`config.mk`:
```
export PLATFORM = sky130hd
export DESIGN_NAME = stream_demux_flat
export DESIGN_NICKNAME = d
export VERILOG_FILES = /design/src/rtl/stream_demux_if.sv /design/src/rtl/stream_demux.sv /design/src/flat_wrapper.sv
export SDC_FILE = /design/constraint.sdc
export NUM_CORES = 1
export LEC_CHECK = 0
export CORE_ASPECT_RATIO = 0.7
export CORE_MARGIN = 2
export CORE_UTILIZATION = 45
export CTS_CLUSTER_SIZE = 30
export DETAILED_ROUTE_END_ITERATION = 6
export MAX_ROUTING_LAYER = met4
export PLACE_DENSITY_LB_ADDON = 0.3
export SYNTH_ARGS = -nofsm -noshare
export SYNTH_HDL_FRONTEND = slang
export SYNTH_SLANG_ARGS = --single-unit
export TNS_END_PERCENT = 20
```
`constraint.sdc`:
```
create_clock -name clk -period 1.8 [get_ports clk]
set_input_delay 0.54 -clock clk [delete_from_list [all_inputs] [get_ports clk]]
set_output_delay 0.54 -clock clk [all_outputs]
set_load 0.005 [all_outputs]
```
`src/rtl/stream_demux_if.sv`:
```
// Handshake bundle for stream_demux: one input stream fanned out to N = 2**sel_bits
// single-entry output slots, plus the accepted-word counter.
interface stream_demux_if #(
    parameter int data_bits = 1,
    parameter int sel_bits  = 1
);
    localparam int N = 2 ** sel_bits;

    logic                           in_valid;
    logic                           in_ready;
    logic [data_bits-1:0]           in_data;
    logic [sel_bits-1:0]            in_sel;
    logic [N-1:0]                   out_valid;
    logic [N-1:0]                   out_ready;
    logic [N-1:0][data_bits-1:0]    out_data;
    logic [15:0]                    xfer_count;

    modport master (
        output in_valid, in_data, in_sel, out_ready,
        input  in_ready, out_valid, out_data, xfer_count
    );

    modport slave (
        input  in_valid, in_data, in_sel, out_ready,
        output in_ready, out_valid, out_data, xfer_count
    );
endinterface

```
`src/rtl/stream_demux.sv`:
```
// Stream demultiplexer: routes each accepted input word to the output slot chosen by
// in_sel; every slot is an independent one-deep register with its own valid flag.
module stream_demux #(
    parameter int data_bits = 1,
    parameter int sel_bits  = 1
) (
    input  logic          clk,
    input  logic          rst_n,
    stream_demux_if.slave bus
);
    localparam int N = 2 ** sel_bits;

    logic [N-1:0]                valid_q, valid_d;
    logic [N-1:0][data_bits-1:0] data_q, data_d;
    logic [15:0]                 count_q, count_d;
    logic                        in_ready;
    logic                        in_xfer;

    // Slot can take a word if empty or being drained this cycle; never looks at in_valid.
    always_comb begin
        in_ready = ~valid_q[bus.in_sel] | bus.out_ready[bus.in_sel];
        in_xfer  = bus.in_valid & in_ready;
    end

    always_comb begin
        valid_d = valid_q;
        data_d  = data_q;
        count_d = count_q;
        for (int i = 0; i < N; i++) begin
            if (valid_q[i] && bus.out_ready[i]) begin
                valid_d[i] = 1'b0;
            end
            // A load wins over a drain in the same cycle, keeping full throughput.
            if (in_xfer && (bus.in_sel == sel_bits'(i))) begin
                valid_d[i] = 1'b1;
                data_d[i]  = bus.in_data;
            end
        end
        if (in_xfer) begin
            count_d = count_q + 16'd1;
        end
    end

    always_ff @(posedge clk or negedge rst_n) begin
        if (!rst_n) begin
            valid_q <= '0;
            data_q  <= '0;
            count_q <= '0;
        end else begin
            valid_q <= valid_d;
            data_q  <= data_d;
            count_q <= count_d;
        end
    end

    assign bus.in_ready   = in_ready;
    assign bus.out_valid  = valid_q;
    assign bus.out_data   = data_q;
    assign bus.xfer_count = count_q;
endmodule

```
`src/flat_wrapper.sv`:
```
// flat-port wrapper written by rule: the top's interface ports become plain ports
module stream_demux_flat 
#(
    parameter int data_bits = 1,
    parameter int sel_bits  = 1
)
  (clk, rst_n, bus_in_valid, bus_in_data, bus_in_sel, bus_out_ready, bus_in_ready, bus_out_valid, bus_out_data, bus_xfer_count);
  stream_demux_if #(.data_bits(data_bits), .sel_bits(sel_bits)) bus_i ();
  input  logic clk;
  input  logic rst_n;
  input wire logic [$bits(bus_i.in_valid)-1:0] bus_in_valid;
  input wire logic [$bits(bus_i.in_data)-1:0] bus_in_data;
  input wire logic [$bits(bus_i.in_sel)-1:0] bus_in_sel;
  input wire logic [$bits(bus_i.out_ready)-1:0] bus_out_ready;
  output wire logic [$bits(bus_i.in_ready)-1:0] bus_in_ready;
  output wire logic [$bits(bus_i.out_valid)-1:0] bus_out_valid;
  output wire logic [$bits(bus_i.out_data)-1:0] bus_out_data;
  output wire logic [$bits(bus_i.xfer_count)-1:0] bus_xfer_count;
  assign bus_i.in_valid = bus_in_valid;
  assign bus_i.in_data = bus_in_data;
  assign bus_i.in_sel = bus_in_sel;
  assign bus_i.out_ready = bus_out_ready;
  assign bus_in_ready = bus_i.in_ready;
  assign bus_out_valid = bus_i.out_valid;
  assign bus_out_data = bus_i.out_data;
  assign bus_xfer_count = bus_i.xfer_count;
  stream_demux #(.data_bits(data_bits), .sel_bits(sel_bits)) u_core (.clk(clk), .rst_n(rst_n), .bus(bus_i));
endmodule
```
==> insert_results.sql, run 1 <==
INSERT INTO impl_metrics (metric_group, metric, value, unit) VALUES
('detailed_routing', 'detail_route.vias_per_cell', '5.07', ''),
('cts', 'clk_tree_root_cell', 'clkbuf_4', ''),
('power_and_ir_drop', 'power.total', '1.32', 'mW'),
('sta', 'portion_of_the_clock_cycle_consumed_by_the_worst_path_in_the_final_layout', '102', '%'),
('placement', 'place.gp.congestion', '0.760', ''),
('synth', 'synthFlopType', 'dfrtp_1', ''),
('global_route', 'antenna_found_initial', '0', ''),
('floorplan', 'core-area', '0.00192', 'mm^2'),
('global_route', 'grt_start_max_net_pins', '21', ''),
('sta', 'finalHoldViolCount', '0', ''),
('worst_hold_path', 'worstHoldPathType', 'reg2reg', ''),
('synth', 'synthesis.area', '948', 'um^2'),
('setup_path', 'path_max_fanout', '2', ''),
('detailed_routing', 'finalWirelength', '2000', 'um'),
('sta', 'tightest_slew', '0.371', 'ns'),
('cts', 'clock_latency', '0.31', 'ns'),
('synth', 'postSynthRegisterBits', '20', ''),
('detailed_routing', 'wire_per_inst', '13.7', 'um'),
('setup_path', 'critical_path_arrival', '1.30', 'ns'),
('detailed_routing', 'remaining_drc_errors', '0', ''),
('detailed_routing', 'route.vias.total', '740', ''),
('floorplan', 'fp.dieH', '42.4', 'um'),
('synth', 'postSynth.asyncResetShare', '100', '%'),
('floorplan', 'floorplan.rows', '13', ''),
('sta', 'fin_worst_skew', '0.00648', 'ns'),
('outcome', 'violations_in_the_final_reports', 'negative setup slack', ''),
('global_route', 'wire_length_of_the_first_global_routing_pass', '3500', 'um'),
('synth', 'synth_seq_area_share', '52.8', '%'),
('cells_and_area', 'finalCoreUtilization', '70.3', '%'),
('synth', 'post_synth_and_or_nand_nor_area_fraction', '26.4', '%'),
('global_route', 'vias_in_the_first_global_route', '750', ''),
('global_route', 'grtUsageTotal', '19.2', '%'),
('power_and_ir_drop', 'vdd_ir_drop_max', '734', 'uV'),
('sta', 'final_period_minus_worst_setup_slack', '1.84', 'ns'),
('power_and_ir_drop', 'leakage_power', '0.713', 'nW'),
('cts', 'number_of_buffers_on_the_longest_clock_path', '2', ''),
('floorplan', 'die_x', '58.9', 'um'),
('synth', 'muxShareOfSynthArea', '3.56', '%'),
('cts', 'cts-buffers-inserted', '3', ''),
('setup_path', 'required_worst_endpoint', '1.26', 'ns'),
('sta', 'grt_setup_unrepaired', 'true', ''),
('synth', 'yosys.area_share.adder', '1.32', '%'),
('detailed_routing', 'final_antenna_net_count', '0', ''),
('floorplan', 'top_level_ports', '28', ''),
('cts', 'clock_sink_count', '20', ''),
('synth', 'synth_cells', '83', ''),
('synth', 'yosysWarningCount', '0', ''),
('cells_and_area', 'final_layout_size_suffix_gt1_share', '22.6', '%'),
('cts', 'cts.clk_slew.worst_paths', '0.11', 'ns'),
('global_route', 'global_route.overflow_total', '0', ''),
('cts', 'cts_htree_levels', '1', ''),
('sta', 'relSlewSlack', '74.9', '%'),
('synth', 'yosys.cell_types.count', '25', ''),
('sta', 'final.setup.worst_slack', '-0.0417', 'ns'),
('synth', 'synth_top_family_by_area', 'simple AND/OR/NAND/NOR gates', ''),
('setup_path', 'setup.worst_path.start_class', 'register', ''),
('detailed_routing', 'firstDrtPassIters', '4', ''),
('power_and_ir_drop', 'power-per-cell-area', '978', 'mW/mm^2'),
('synth', 'xor_and_xnor_area_share_after_synthesis', '13.9', '%'),
('setup_path', 'cp-end-kind', 'output pin', ''),
('detailed_routing', 'detailedRoute.firstIterationViolations', '14', ''),
('cells_and_area', 'num_antenna_cells', '0', ''),
('synth', 'syn_nets', '91', ''),
('cells_and_area', 'syn2layout_area_growth', '42.3', '%'),
('flow_run', 'cap_viol_max_count', '0', ''),
('synth', 'compound_cell_area_share_of_the_yosys_netlist', '0.528', '%'),
('cells_and_area', 'nets', '133', ''),
('floorplan', 'floorplan.initialDensity', '49.4', '%'),
('sta', 'finalHoldWorstSlack', '0.472', 'ns'),
('setup_path', 'setup.worst_path.class', 'reg2out', ''),
('placement', 'dp_hpwl', '1520', 'um'),
('floorplan', 'dieArea', '0.00250', 'mm^2'),
('synth', 'synth_enable_flop_cells', '0', ''),
('outcome', 'run_status', 'finished with violations', ''),
('cts', 'tritoncts', 'built', ''),
('synth', 'avgSynthCellArea', '11.4', 'um^2'),
('sta', 'setup_violations', '1', ''),
('placement', 'port_buffers', '27', ''),
('sta', 'final-max-slew-violation-count', '0', ''),
('sta', 'fmax', '543', 'MHz');
==> metal layers <==
| metal | track usage [%] | wire length, um | vias to the layer above |
|---|---|---|---|
| li1 | - | - | 365 |
| met1 | 25.0 | 976 | 360 |
| met2 | 30.4 | 931 | 15 |
| met3 | 6.48 | 89 | 0 |
| met4 | 1.36 | 0 | 0 |
| met5 | - | 0 | - |
==> cell usage after synthesis, drive strengths merged, types with 2 or more instances <==
master	count	area, um^2
and3	3	18.8
dfrtp	20	500
inv	4	15.0
mux2	3	33.8
nand2	7	26.3
nand2b	2	12.5
nand3	3	20.0
nand3b	2	15.0
nand4	3	40.0
nor2	5	18.8
nor2b	2	12.5
nor3	5	30.0
nor4	3	18.8
xnor2	4	35.0
xor2	11	96.3
==> flip-flops by register name (all words and copies together) (netlist names) <==
signal and cells:
u_core.bus.out_valid 2, u_core.bus.out_data 2, u_core.bus.xfer_count 16
==> through the flow <==
stage	worst slack, ns	instance area [um^2]	TNS, ns	cells
floorplan	0.133	948	0	83
global route	-0.0882	1350	-0.0882	146
finish	-0.0417	1350	-0.0417	146
detailed placement	-0.743	1310	-5.38	140
CTS	-0.0591	1330	-0.0591	145
global placement	-0.680	1310	-4.42	140
==> cell families after synthesis <==
kind of cell | Yosys count
simple gates | 39
flops | 20
xor+xnor | 15
buf+inv | 4
mux | 3
compound gates | 1
fa+ha+maj | 1
==> power by group <==
part / switching, mW / total (mW) / internal [mW]
Sequential: 0.104 / 0.646 / 0.541
Clock: 0.140 / 0.264 / 0.124
Combinational: 0.177 / 0.411 / 0.234
Total: 0.421 / 1.32 / 0.899
==> layout by cell type (no fill, tap or decap), types with 2 or more instances in the layout <==
cell	n
nand2_1	7
xnor2_1	4
dlygate4sd2_1	12
dfrtp_1	20
nand3b_1	2
nor4_1	2
nor3_1	4
mux2_2	3
nand3_1	2
buf_2	2
xor2_1	11
nor2_1	5
inv_1	4
clkbuf_4	3
and3_1	3
nor2b_1	2
nand2b_1	2
clkdlybuf4s50_1	9
buf_4	10
dlymetal6s2s_1	3
==> final cells by class <==
cell class | count | area (um^2)
clock buffer | 4 | 36.3
multi-input combinational | 59 | 442
sequential | 20 | 500
fill | 146 | 569
tap | 22 | 27.5
inverter | 4 | 15.0
timing repair buffer | 37 | 329
==> critical path, cell delays in order, from the launching register on <==
cell and delay [ns]:
dfrtp_1 0.37, or3b_4 0.38, and2_4 0.15, buf_6 0.11
==> what timing repair did <==
action,4_1_cts,5_1_grt
hold buffers,0,0
gates resized for setup,25,4
setup endpoints to repair,16,5
pin swaps,2,0
setup buffers,1,1
==> path summary, 6_finish.rpt <==
| path | startpoint | to | slack [ns] | cells past startpoint |
|---|---|---|---|---|
| setup / recovery | u_core.bus.out_valid[0] | bus_in_ready | -0.04 | 3 |
| hold / removal | u_core.bus.xfer_count[15] | u_core.bus.xfer_count[15] | 0.47 | 1 |
| setup reg to reg | u_core.bus.xfer_count[4] | u_core.bus.xfer_count[13] | 0.23 | 4 |
| hold reg to reg | u_core.bus.xfer_count[15] | u_core.bus.xfer_count[15] | 0.47 | 1 |
| max in group asynchronous | rst_n | u_core.bus.xfer_count[12] | 1.02 | 2 |
| min in group asynchronous | rst_n | u_core.bus.out_valid[1] | 0.57 | 2 |
No activity file was read; power rests on OpenSTA's default activity.
==> run 2: changes to the inputs <==
--- a/config.mk
+++ b/config.mk
@@ -12,6 +12,7 @@
 export DETAILED_ROUTE_END_ITERATION = 6
 export MAX_ROUTING_LAYER = met4
 export PLACE_DENSITY_LB_ADDON = 0.3
+export RECOVER_POWER = 50
 export SYNTH_ARGS = -nofsm -noshare
 export SYNTH_HDL_FRONTEND = slang
 export SYNTH_SLANG_ARGS = --single-unit
==> insert_results.sql, run 2 (same netlist as run 1, synthesis figures left out) <==
INSERT INTO impl_metrics (metric_group, metric, value, unit) VALUES
('sta', 'finalHoldViolCount', '0', ''),
('cts', 'clk_tree_root_cell', 'clkbuf_4', ''),
('power_and_ir_drop', 'power-per-cell-area', '988', 'mW/mm^2'),
('cts', 'number_of_buffers_on_the_longest_clock_path', '2', ''),
('detailed_routing', 'firstDrtPassIters', '4', ''),
('global_route', 'antenna_found_initial', '0', ''),
('setup_path', 'delay_contributed_by_the_slowest_stage_of_the_critical_path', '0.38', 'ns'),
('placement', 'place.gp.congestion', '0.760', ''),
('cts', 'cts-buffers-inserted', '3', ''),
('cts', 'clock_sink_count', '20', ''),
('detailed_routing', 'route.vias.total', '737', ''),
('sta', 'final-max-slew-violation-count', '0', ''),
('cells_and_area', 'nets', '133', ''),
('outcome', 'run_status', 'finished with violations', ''),
('setup_path', 'required_worst_endpoint', '1.26', 'ns'),
('sta', 'final_period_minus_worst_setup_slack', '1.84', 'ns'),
('detailed_routing', 'finalWirelength', '1990', 'um'),
('sta', 'fin_worst_skew', '0.00673', 'ns'),
('setup_path', 'r2r_cells', '4', ''),
('flow_run', 'cap_viol_max_count', '0', ''),
('setup_path', 'path_delay_family', 'simple AND/OR/NAND/NOR gates', ''),
('setup_path', 'cp-end-kind', 'output pin', ''),
('cts', 'number_of_buffers_inserted_by_hold_repair_at_cts', '0', ''),
('cells_and_area', 'num-fill-cells', '150', ''),
('setup_path', 'r2r_end', 'u_core.bus.xfer_count[13]', ''),
('floorplan', 'floorplan.rows', '13', ''),
('placement', 'port_buffers', '27', ''),
('sta', 'relSlewSlack', '28.8', '%'),
('placement', 'dp_hpwl', '1520', 'um'),
('detailed_routing', 'final_antenna_net_count', '0', ''),
('power_and_ir_drop', 'vdd_ir_drop_max', '734', 'uV'),
('setup_path', 'setup.worst_path.start', 'u_core.bus.out_valid[0]', ''),
('sta', 'final.setup.worst_slack', '-0.0379', 'ns'),
('cts', 'cts.clk_slew.worst_paths', '0.11', 'ns'),
('outcome', 'violations_in_the_final_reports', 'negative setup slack', ''),
('setup_path', 'reg2reg_setup_slack', '0.23', 'ns'),
('cells_and_area', 'layout.cells.most_common', 'dfrtp_1', ''),
('global_route', 'global_route.overflow_total', '0', ''),
('global_route', 'grt_start_max_net_pins', '21', ''),
('setup_path', 'setup.worst_path.class', 'reg2out', ''),
('cts', 'clock_latency', '0.31', 'ns'),
('cells_and_area', 'most-common-layout-cells', 'dfrtp_1 (20), dlygate4sd2_1 (12), xor2_1 (11)', ''),
('setup_path', 'crit_cells', '3', ''),
('floorplan', 'die_x', '58.9', 'um'),
('global_route', 'vias_in_the_first_global_route', '750', ''),
('setup_path', 'crit_path_end', 'bus_in_ready', ''),
('sta', 'setup_violations', '1', ''),
('floorplan', 'fp.dieH', '42.4', 'um'),
('setup_path', 'setup.worst_path.start_class', 'register', ''),
('cts', 'cts_htree_levels', '1', ''),
('detailed_routing', 'detailedRoute.firstIterationViolations', '13', ''),
('setup_path', 'r2r_startpoint', 'u_core.bus.xfer_count[4]', ''),
('setup_path', 'cp_slowest_cell', 'or3b_4', ''),
('floorplan', 'floorplan.initialDensity', '49.4', '%'),
('cells_and_area', 'finalCoreUtilization', '69.4', '%'),
('cells_and_area', 'syn2layout_area_growth', '40.4', '%'),
('sta', 'grt_setup_unrepaired', 'true', ''),
('sta', 'tightest_slew', '1.07', 'ns'),
('floorplan', 'core-area', '0.00192', 'mm^2'),
('global_route', 'wire_length_of_the_first_global_routing_pass', '3500', 'um'),
('worst_hold_path', 'worstHoldPathType', 'reg2reg', ''),
('setup_path', 'critical_path.n_buffers_inverters', '1', ''),
('global_route', 'grtUsageTotal', '19.2', '%'),
('detailed_routing', 'remaining_drc_errors', '0', ''),
('setup_path', 'path_max_fanout', '2', ''),
('cells_and_area', 'num_antenna_cells', '0', ''),
('floorplan', 'top_level_ports', '28', ''),
('cells_and_area', 'final_layout_size_suffix_gt1_share', '20.2', '%'),
('setup_path', 'critical_path_arrival', '1.30', 'ns'),
('sta', 'finalHoldWorstSlack', '0.472', 'ns'),
('detailed_routing', 'wire_per_inst', '13.6', 'um'),
('cts', 'tritoncts', 'built', ''),
('cells_and_area', 'largest_register_ffs', '16', ''),
('sta', 'fmax', '544', 'MHz'),
('power_and_ir_drop', 'power.total', '1.32', 'mW'),
('placement', 'number_of_placed_instances_with_taps_included', '140', ''),
('sta', 'portion_of_the_clock_cycle_consumed_by_the_worst_path_in_the_final_layout', '102', '%'),
('power_and_ir_drop', 'leakage_power', '0.654', 'nW'),
('floorplan', 'dieArea', '0.00250', 'mm^2'),
('cells_and_area', 'layoutNonFillerInstCount', '146', ''),
('setup_path', 'path_cells', 'or3b_4 > and2_4 > buf_6', ''),
('detailed_routing', 'detail_route.vias_per_cell', '5.05', '');
run 2: cell types whose count changed in the layout (fill, tap and decap cells not counted), sizes merged:
cell	previous run	this run
clkdlybuf4s25	0	3
dlygate4sd3	0	1
buf	13	10
clkdlybuf4s50	9	8
dlymetal6s2s	3	0
clkbuf	4	7
run 2: metal layers:
metal,global-route usage (%),part of all wire (%)
met5,-,0
met3,6.48,4.3
met2,30.4,47
met4,1.36,0
met1,25.0,49
run 2: stage by stage:
stage | area, um^2 | setup TNS (ns) | setup slack [ns]
3_3_place_gp | 1310 | -4.42 | -0.680
3_5_place_dp | 1310 | -5.38 | -0.743
6_report | 1330 | -0.0379 | -0.0379
2_1_floorplan | 948 | 0 | 0.133
5_1_grt | 1330 | -0.399 | -0.0882
4_1_cts | 1330 | -0.0591 | -0.0591
run 2: what timing repair did:
action / in CTS / in global routing
setup buffers: 1 / 1
endpoints found under the setup margin: 16 / 5
cloned: 0 / 0
pin swaps: 2 / 0
gates resized for setup: 25 / 4
run 2: power by group:
| group | internal [mW] | switching, mW | total (mW) |
|---|---|---|---|
| clock | 0.124 | 0.139 | 0.263 |
| combinational | 0.230 | 0.176 | 0.406 |
| sequential | 0.541 | 0.105 | 0.646 |
| total | 0.895 | 0.420 | 1.32 |
run 2: final cells by class:
class	count	area, um^2	area share [%]
inverters	4	15.0	1.13
clock buffers	4	36.3	2.73
multi-input cells	59	442	33.2
repair buffers	37	310	23.3
well taps	22	27.5	2.07
flip-flops and latches	20	500	37.6
run 2: worst min path at each step:
| stage | cells after the start | slack (ns) | to | start |
|---|---|---|---|---|
| 2_1_floorplan | 0 | 0.24 | u_core.bus.out_data[0] | rst_n |
| 3_3_place_gp | 1 | 0.46 | u_core.bus.xfer_count[15] | u_core.bus.xfer_count[15] |
| 3_5_place_dp | 1 | 0.46 | u_core.bus.xfer_count[15] | u_core.bus.xfer_count[15] |
| 4_1_cts | 1 | 0.48 | u_core.bus.xfer_count[15] | u_core.bus.xfer_count[15] |
| 5_1_grt | 1 | 0.50 | u_core.bus.xfer_count[15] | u_core.bus.xfer_count[15] |
| 6_report | 1 | 0.47 | u_core.bus.xfer_count[15] | u_core.bus.xfer_count[15] |
